**src/rtl/maxnet_cu.sv**
```systemverilog
// maxnet_cu: control unit for a four-neuron MAXNET datapath.
// The FSM loads four neuron values from memory and then repeats a three-stage
// processing-unit pass followed by a ReLU write-back. It stops when the
// datapath reports convergence or when MAX_ITER passes have been made.
// Every output is decoded from the current state only.
module maxnet_cu #(
  parameter int MAX_ITER = 15
) (
  input  logic       clk,
  input  logic       rst,
  input  logic       start,
  input  logic       flag,
  output logic       done,
  output logic [1:0] address,
  output logic       ld1,
  output logic       ld2,
  output logic       ld3,
  output logic       ld4,
  output logic       mux1_sel,
  output logic       ldm1,
  output logic       ldm2,
  output logic       ldm3,
  output logic       ldm4,
  output logic       l1,
  output logic       l2,
  output logic       l3
);

  typedef enum logic [3:0] {
    S_IDLE  = 4'd0,
    S_LOAD0 = 4'd1,
    S_LOAD1 = 4'd2,
    S_LOAD2 = 4'd3,
    S_LOAD3 = 4'd4,
    S_P1    = 4'd5,
    S_P2    = 4'd6,
    S_P3    = 4'd7,
    S_UPD   = 4'd8,
    S_DONE  = 4'd9
  } state_t;

  state_t     state_q, state_d;
  logic [3:0] iter_q, iter_d;
  // One bit wider than the counter so the compare against MAX_ITER never wraps.
  logic [4:0] iter_inc;

  // State and iteration counter registers; reset wins over everything.
  always_ff @(posedge clk) begin
    if (rst) begin
      state_q <= S_IDLE;
      iter_q  <= 4'd0;
    end else begin
      state_q <= state_d;
      iter_q  <= iter_d;
    end
  end

  // Next-state logic; flag is only looked at in UPD, start only in IDLE.
  always_comb begin
    state_d  = state_q;
    iter_d   = iter_q;
    iter_inc = {1'b0, iter_q} + 5'd1;
    case (state_q)
      S_IDLE:  if (start) state_d = S_LOAD0;
      S_LOAD0: state_d = S_LOAD1;
      S_LOAD1: state_d = S_LOAD2;
      S_LOAD2: state_d = S_LOAD3;
      S_LOAD3: begin
        state_d = S_P1;
        iter_d  = 4'd0;
      end
      S_P1:    state_d = S_P2;
      S_P2:    state_d = S_P3;
      S_P3:    state_d = S_UPD;
      S_UPD: begin
        iter_d = iter_inc[3:0];
        if (flag || (iter_inc == 5'(MAX_ITER))) state_d = S_DONE;
        else                                     state_d = S_P1;
      end
      S_DONE:  state_d = S_IDLE;
      default: state_d = S_IDLE;
    endcase
  end

  // Moore output decode of the current state.
  always_comb begin
    done     = 1'b0;
    address  = 2'd0;
    ld1      = 1'b0;
    ld2      = 1'b0;
    ld3      = 1'b0;
    ld4      = 1'b0;
    mux1_sel = 1'b0;
    ldm1     = 1'b0;
    ldm2     = 1'b0;
    ldm3     = 1'b0;
    ldm4     = 1'b0;
    l1       = 1'b0;
    l2       = 1'b0;
    l3       = 1'b0;
    case (state_q)
      S_LOAD0: begin
        address = 2'd0;
        ld1     = 1'b1;
        ldm1    = 1'b1;
      end
      S_LOAD1: begin
        address = 2'd1;
        ld2     = 1'b1;
        ldm2    = 1'b1;
      end
      S_LOAD2: begin
        address = 2'd2;
        ld3     = 1'b1;
        ldm3    = 1'b1;
      end
      S_LOAD3: begin
        address = 2'd3;
        ld4     = 1'b1;
        ldm4    = 1'b1;
      end
      S_P1: l1 = 1'b1;
      S_P2: l2 = 1'b1;
      S_P3: l3 = 1'b1;
      S_UPD: begin
        // ReLU results are written back into all four neuron registers.
        mux1_sel = 1'b1;
        ld1      = 1'b1;
        ld2      = 1'b1;
        ld3      = 1'b1;
        ld4      = 1'b1;
      end
      S_DONE:  done = 1'b1;
      default: ;
    endcase
  end

endmodule

```
**config.mk**
```make
export PLATFORM = sky130hd
export DESIGN_NAME = maxnet_cu
export DESIGN_NICKNAME = d
export VERILOG_FILES = /design/src/rtl/maxnet_cu.sv
export SDC_FILE = /design/constraint.sdc
export NUM_CORES = 1
export LEC_CHECK = 0
export ABC_AREA = 1
export BUFFER_PORTS_ARGS = -buffer_cell sky130_fd_sc_hd__buf_2
export CAP_MARGIN = 15
export CELL_PAD_IN_SITES_DETAIL_PLACEMENT = 1
export CELL_PAD_IN_SITES_GLOBAL_PLACEMENT = 2
export CORE_ASPECT_RATIO = 1.1
export CORE_MARGIN = 2
export CORE_UTILIZATION = 22
export DETAILED_ROUTE_END_ITERATION = 8
export MAX_ROUTING_LAYER = met4
export PLACE_DENSITY = 0.73
export SYNTH_ARGS = -nofsm -noshare
export SYNTH_HDL_FRONTEND = slang
export SYNTH_SLANG_ARGS = --single-unit
```
**constraint.sdc**
```tcl
create_clock -name clk -period 1.55 [get_ports clk]
set_input_delay 0.3875 -clock clk [delete_from_list [all_inputs] [get_ports clk]]
set_output_delay 0.3875 -clock clk [all_outputs]
set_load 0.03 [all_outputs]
```
==> reports/results.ini, run 1 <==
[critical_path]
startpoint = state_q[3]
cp_num_buf_inv = 3
cp.required_ns = 1.16
worstPathMaxFanout = 4
cp_slowest_cell = dfxtp_4
cp.arrival_ns = 1.26
worst-path-stages = 6
critPathTopFamily = simple AND/OR/NAND/NOR gates
crit_chain = nor2_4 -> inv_4 -> nor3_4 -> inv_2 -> nand2_2 -> buf_6
cpPeakStageDelay_ns = 0.36
r2r_start = iter_q[0]
cp-start-kind = flip-flop
endpoint_kind = primary output
r2r-end = state_q[3]
critPathCapture = address[0]
crit_type = reg -> out
rrSetupSlack_ns = 0.32
worstRegToRegCells = 9

[synthesis]
netlist.area_leader.share_pct = 31.37
synth_edf_count = 0
synth.most_common_cell = nand2_1
synth_nets = 90
yosys-top-cells-count = nand2_1 (20), inv_1 (19), dfxtp_1 (8), nor2_1 (8), a21oi_1 (6)
yosysUniqueCellTypes = 16
yosysWarningCount = 0
synth_largest_area_cell = dfxtp_1
yosysSeqAreaShare_pct = 31.37
synth_area_per_cell_um2 = 6.077
synth_area_leaders = dfxtp_1 (31%), nand2_1 (15%), inv_1 (14%)
synth_cells = 84
syn_area_um2 = 510.5
ys.flop_type = dfxtp_1
yosys_register_bits = 8
async_flop_share_pct = 0

[sta]
slew_violations = 0
min_period_ns = 1.650
final-setup-viol-count = 14
relSlewSlack_pct = 83.90
clock_skew_ns = 0.007120
rsz0062_at_grt = yes
timing.setup.tns_ns = -0.8162
worstMarginPinSlew_ns = 0.2393
fin_crit_sh_pct = 106.5
hold_viol = 0
timing.fmax_mhz = 606.1
timing.final.ws_setup_ns = -0.09998

[detailed_routing]
drt-pass1-iter-count = 4
detail_route.wl_per_cell_um = 10.48
final_antenna_net_count = 0
detail_route.vias_per_cell = 4.290
totalWireLength_um = 1519
drc = 0
vias = 622
drt_iter0_markers = 1

[global_route]
grt_util_all_layers_pct = 12.99
top_usage_layer = met2
grt_pass1_wl_um = 2428
grt_pass1_vias = 579
grt_max_degree = 8
grt.overflow.total = 0
antenna_found_initial = 0
grt.met3_usage_pct = 2.732
grt_use_met1_pct = 12.34
grtUsageMet2_pct = 24.44

[clock_tree]
clk_latency_ns = 0.25
clock-sinks = 8
cts_tree = built
max-clock-path-buffers = 2
path_clk_slew_ns = 0.06
cts_root_buffer = clkbuf_4
cts_max_level = 1
cts-buffers-inserted = 3

[power]
powerDensity_nw_per_um2 = 681.6
pwr-share-comb_pct = 38.5
p_leak_nw = 0.4296
p_switching_mw = 0.2188
swShare_pct = 35.39
intPower_mw = 0.3995
p_clk_share_pct = 25.3
seqPwrFrac_pct = 36.2
vdd_drop_max_uv = 438.2

[floorplan]
initial_utilization_pct = 22.90
coreArea_um2 = 2230
num_io_pins = 19
die_h_um = 54.52
dieWidth_um = 49.93
rows = 18
die_area_um2 = 2722

[placed_design]
dp_slack_ns = 0.01006
hpwl_um = 1277
place_congestion = 0.8766
dp_cells = 137
portBuffers = 18

[finish]
drive_gt1_share_pct = 53.04
seqCellArea_um2 = 170.2
instances_no_fill = 145
multiInputGateArea_um2 = 342.8
areaGrowthSynthToFinish_pct = 77.70
diodes = 0
nets = 123
nFillCells = 272

[flow_run]
maxCapViolCount = 0

[outcome]
violations = negative setup slack
outcome = finished with violations

[hold_path]
hp-class = in -> reg

-- area by class of cell --
cell class | instances | share of cell area (%)
sequential | 8 | 18.76
inverter | 22 | 9.379
timing repair buffer | 28 | 27.45
multi-input combinational | 54 | 37.79
tap | 30 | 4.138
clock buffer | 3 | 2.483
-- what timing repair did --
| item | 4_1_cts | 5_1_grt |
|---|---|---|
| hold buffers | 0 | 0 |
| setup buffers | 4 | 1 |
| setup endpoints to repair | 15 | 15 |
| pin swaps | 4 | 3 |
| gates resized for setup | 36 | 14 |
-- layout by cell type (no fill, tap or decap), types with 4 or more instances in the layout --
cell type / instances
dfxtp_1: 4
nor2_4: 5
nor2_2: 4
inv_2: 8
buf_6: 9
buf_4: 14
inv_1: 13
nand2_1: 16
a21oi_1: 6
clkbuf_4: 4
-- how the worst min path moves through the flow --
stage | start | end | slack [ns] | cells after the start
floorplan | iter_q[3] | iter_q[3] | 0.45 | 2
CTS | rst | state_q[3] | 0.39 | 2
global route | rst | state_q[2] | 0.39 | 2
finish | rst | state_q[3] | 0.38 | 2
global placement | iter_q[3] | iter_q[3] | 0.47 | 2
detailed placement | iter_q[3] | iter_q[3] | 0.48 | 2
-- flip-flops by register name, summed over array words and instances (netlist names) --
signal / flops
state_q: 4
iter_q: 4
-- power groups by stage --
stage                     Clock [mW]  Sequential (mW)  Combinational (mW)
after detailed placement           0            0.225               0.176
after floorplan                    0            0.228               0.118
after global routing           0.187            0.225               0.258
after global placement             0            0.225               0.172
after CTS                      0.165            0.225               0.224
final                          0.156            0.224               0.238
-- per-stage QoR --
step           total power, mW  cell area, um^2  hold slack, ns  utilization [%]
6_report                0.6183            907.1          0.3842            40.68
5_1_grt                 0.6696            907.1          0.3867            40.68
4_1_cts                 0.6145            854.6          0.3874            38.33
3_5_place_dp            0.4007            706.9          0.4792            31.71
3_3_place_gp            0.3973            706.9          0.4696            31.71
2_1_floorplan           0.3463            541.8          0.4466                -
-- kinds of logic after synthesis --
kind of cell	share of synthesized area, %
buffers and inverters	16.18
flip-flops	31.37
AND/OR/NAND/NOR	37.75
AO/OA/AOI/OAI	9.804
adder cells (fa/ha/maj)	4.901
-- worst reg2reg max path: cells and delay by family, from the launching register on --
family	cells	cell delay (ns)
fa+ha+maj	1	0.21
flops	1	0.41
buf+inv	1	0.04
compound gates	1	0.10
simple gates	6	0.40
-- routing by layer --
| layer | share of wire [%] | wire length, um |
|---|---|---|
| met3 | 3.6 | 54 |
| met2 | 55 | 843 |
| met1 | 40 | 611 |
| met4 | 0.59 | 9 |
| met5 | 0 | 0 |
(Power assumes the default switching activity.)
==> inputs of run 2 (changes only) <==
==> constraint.sdc (replaced) <==
create_clock -name clk -period 1.55 [get_ports clk]
set_input_delay 0.155 -clock clk [delete_from_list [all_inputs] [get_ports clk]]
set_output_delay 0.155 -clock clk [all_outputs]
set_load 0.03 [all_outputs]
==> reports/results.ini, run 2 (synthesis results as in run 1) <==
[flow_run]
maxCapViolCount = 0

[sta]
rsz0062_at_grt = no
min_period_ns = 1.429
timing.fmax_mhz = 699.8
clock_skew_ns = 0.0002700
final-setup-viol-count = 0
worstMarginPinSlew_ns = 0.2216
fin_crit_sh_pct = 92.19
relSlewSlack_pct = 85.20
timing.setup.tns_ns = 0
slew_violations = 0
hold_viol = 0

[detailed_routing]
vias = 568
detail_route.vias_per_cell = 4.207
totalWireLength_um = 1491
drt-pass1-iter-count = 2
dr_wl_met2_um = 826
detail_route.wl_per_cell_um = 11.04
final_antenna_net_count = 0
drc = 0
routed-wl-met3_um = 48
drt_iter0_markers = 2
drt-met1-wl_um = 617
top_layer = met3

[critical_path]
worstPathMaxFanout = 5
cp.required_ns = 1.39
critPathTopFamily = flip-flops
crit_type = reg -> out
cp_slowest_cell = dfxtp_4
cp_num_buf_inv = 4
cpPeakStageDelay_ns = 0.37
endpoint_kind = primary output
cp.arrival_ns = 1.27
cp-start-kind = flip-flop
crit_top_cell = inv_2
crit_chain = inv_2 -> nor2_2 -> inv_2 -> nor2_4 -> inv_2 -> nand2_1 -> buf_6

[finish]
final_common_cell = nand2_1
nets = 113
areaGrowthSynthToFinish_pct = 43.87
mostFrequentLayoutCells = nand2_1 (20), inv_1 (16), buf_2 (13), nor2_1 (6), a21oi_1 (6)
diodes = 0
drive_gt1_share_pct = 36.19
top_regs = iter_q: 4 flops, state_q: 4 flops
final_util_pct = 32.94

[clock_tree]
cts_max_level = 1
post_cts_buffers = 0
clock-sinks = 8
clk_latency_ns = 0.25
ctsHoldBuffers = 0
cts_tree = built
max-clock-path-buffers = 2
cts_root_buffer = clkbuf_4
cts-buffers-inserted = 3
path_clk_slew_ns = 0.06

[floorplan]
coreArea_um2 = 2230
dieWidth_um = 49.93
die_h_um = 54.52
num_io_pins = 19
initial_utilization_pct = 22.90
rows = 18
die_area_um2 = 2722

[global_route]
grt_pass1_vias = 584
grt_pass1_wl_um = 2573
antenna_found_initial = 0
grt_max_degree = 8
grt.overflow.total = 0
grt_util_all_layers_pct = 13.52

[placed_design]
hpwl_um = 1207
portBuffers = 18
place_congestion = 0.8005

[power]
p_leak_nw = 0.3695
powerDensity_nw_per_um2 = 767.7
vdd_drop_max_uv = 330.0

[outcome]
outcome = completed

[hold_path]
hp-class = in -> reg

## run 2: cell types whose count changed in the layout (fill, tap and decap cells not counted), moves of 4 or more
cell / change
buf_4: -14
nor2_1: +4
buf_6: -5
nand2_1: +4
buf_2: +10
## run 2: final cells by class
class | instances | area, um^2
clock buffers | 3 | 22.52
fillers | 296 | 1495
inverters | 22 | 85.08
multi-input cells | 54 | 299.0
flip-flops and latches | 8 | 172.7
well taps | 30 | 37.54
repair buffers | 18 | 117.6
## run 2: path summary, 6_finish.rpt
check | startpoint | endpoint | slack [ns] | cells after the start
hold / removal | rst | state_q[3] | 0.15 | 2
setup reg to reg | iter_q[1] | state_q[3] | 0.28 | 9
hold reg to reg | iter_q[3] | iter_q[3] | 0.49 | 2
setup / recovery | state_q[2] | address[0] | 0.12 | 7
## run 2: per-layer routing
| layer | up-vias | track usage [%] |
|---|---|---|
| met5 | - | - |
| met4 | 0 | 6.944 |
| met3 | 0 | 3.279 |
| met2 | 12 | 25.33 |
| met1 | 256 | 13.28 |
| li1 | 300 | - |
## run 2: worst register-to-register path, stage by stage (launching register included)
cell,delay (ns)
dfxtp_1,0.43
ha_1,0.21
inv_1,0.04
nand2_1,0.07
nand2_1,0.05
nor2_1,0.08
nand2_1,0.07
nand2_1,0.06
nand2_1,0.05
a21oi_1,0.11
## run 2: report_power, final
part	switching, mW	internal (mW)
Sequential	0.0153	0.213
Combinational	0.114	0.0571
Clock	0.0755	0.0889
Total	0.205	0.359
## run 2: repair_timing
item	CTS	global route
setup endpoints to repair	3	9
pin swaps	0	3
gates resized for setup	4	24
## run 2: per-stage QoR
step | area (um^2) | std cells | hold WS, ns | total power [mW] | setup WS [ns]
finish | 734.5 | 135 | 0.1549 | 0.5638 | 0.1211
global route | 734.5 | 135 | 0.1593 | 0.6141 | 0.006177
CTS | 678.2 | 135 | 0.1557 | 0.5558 | 0.009638
detailed placement | 643.1 | 132 | 0.4340 | 0.3782 | 0.2200
global placement | 643.1 | 132 | 0.4357 | 0.3773 | 0.2358
floorplan | 515.5 | 84 | 0.2241 | 0.3342 | 0.06582
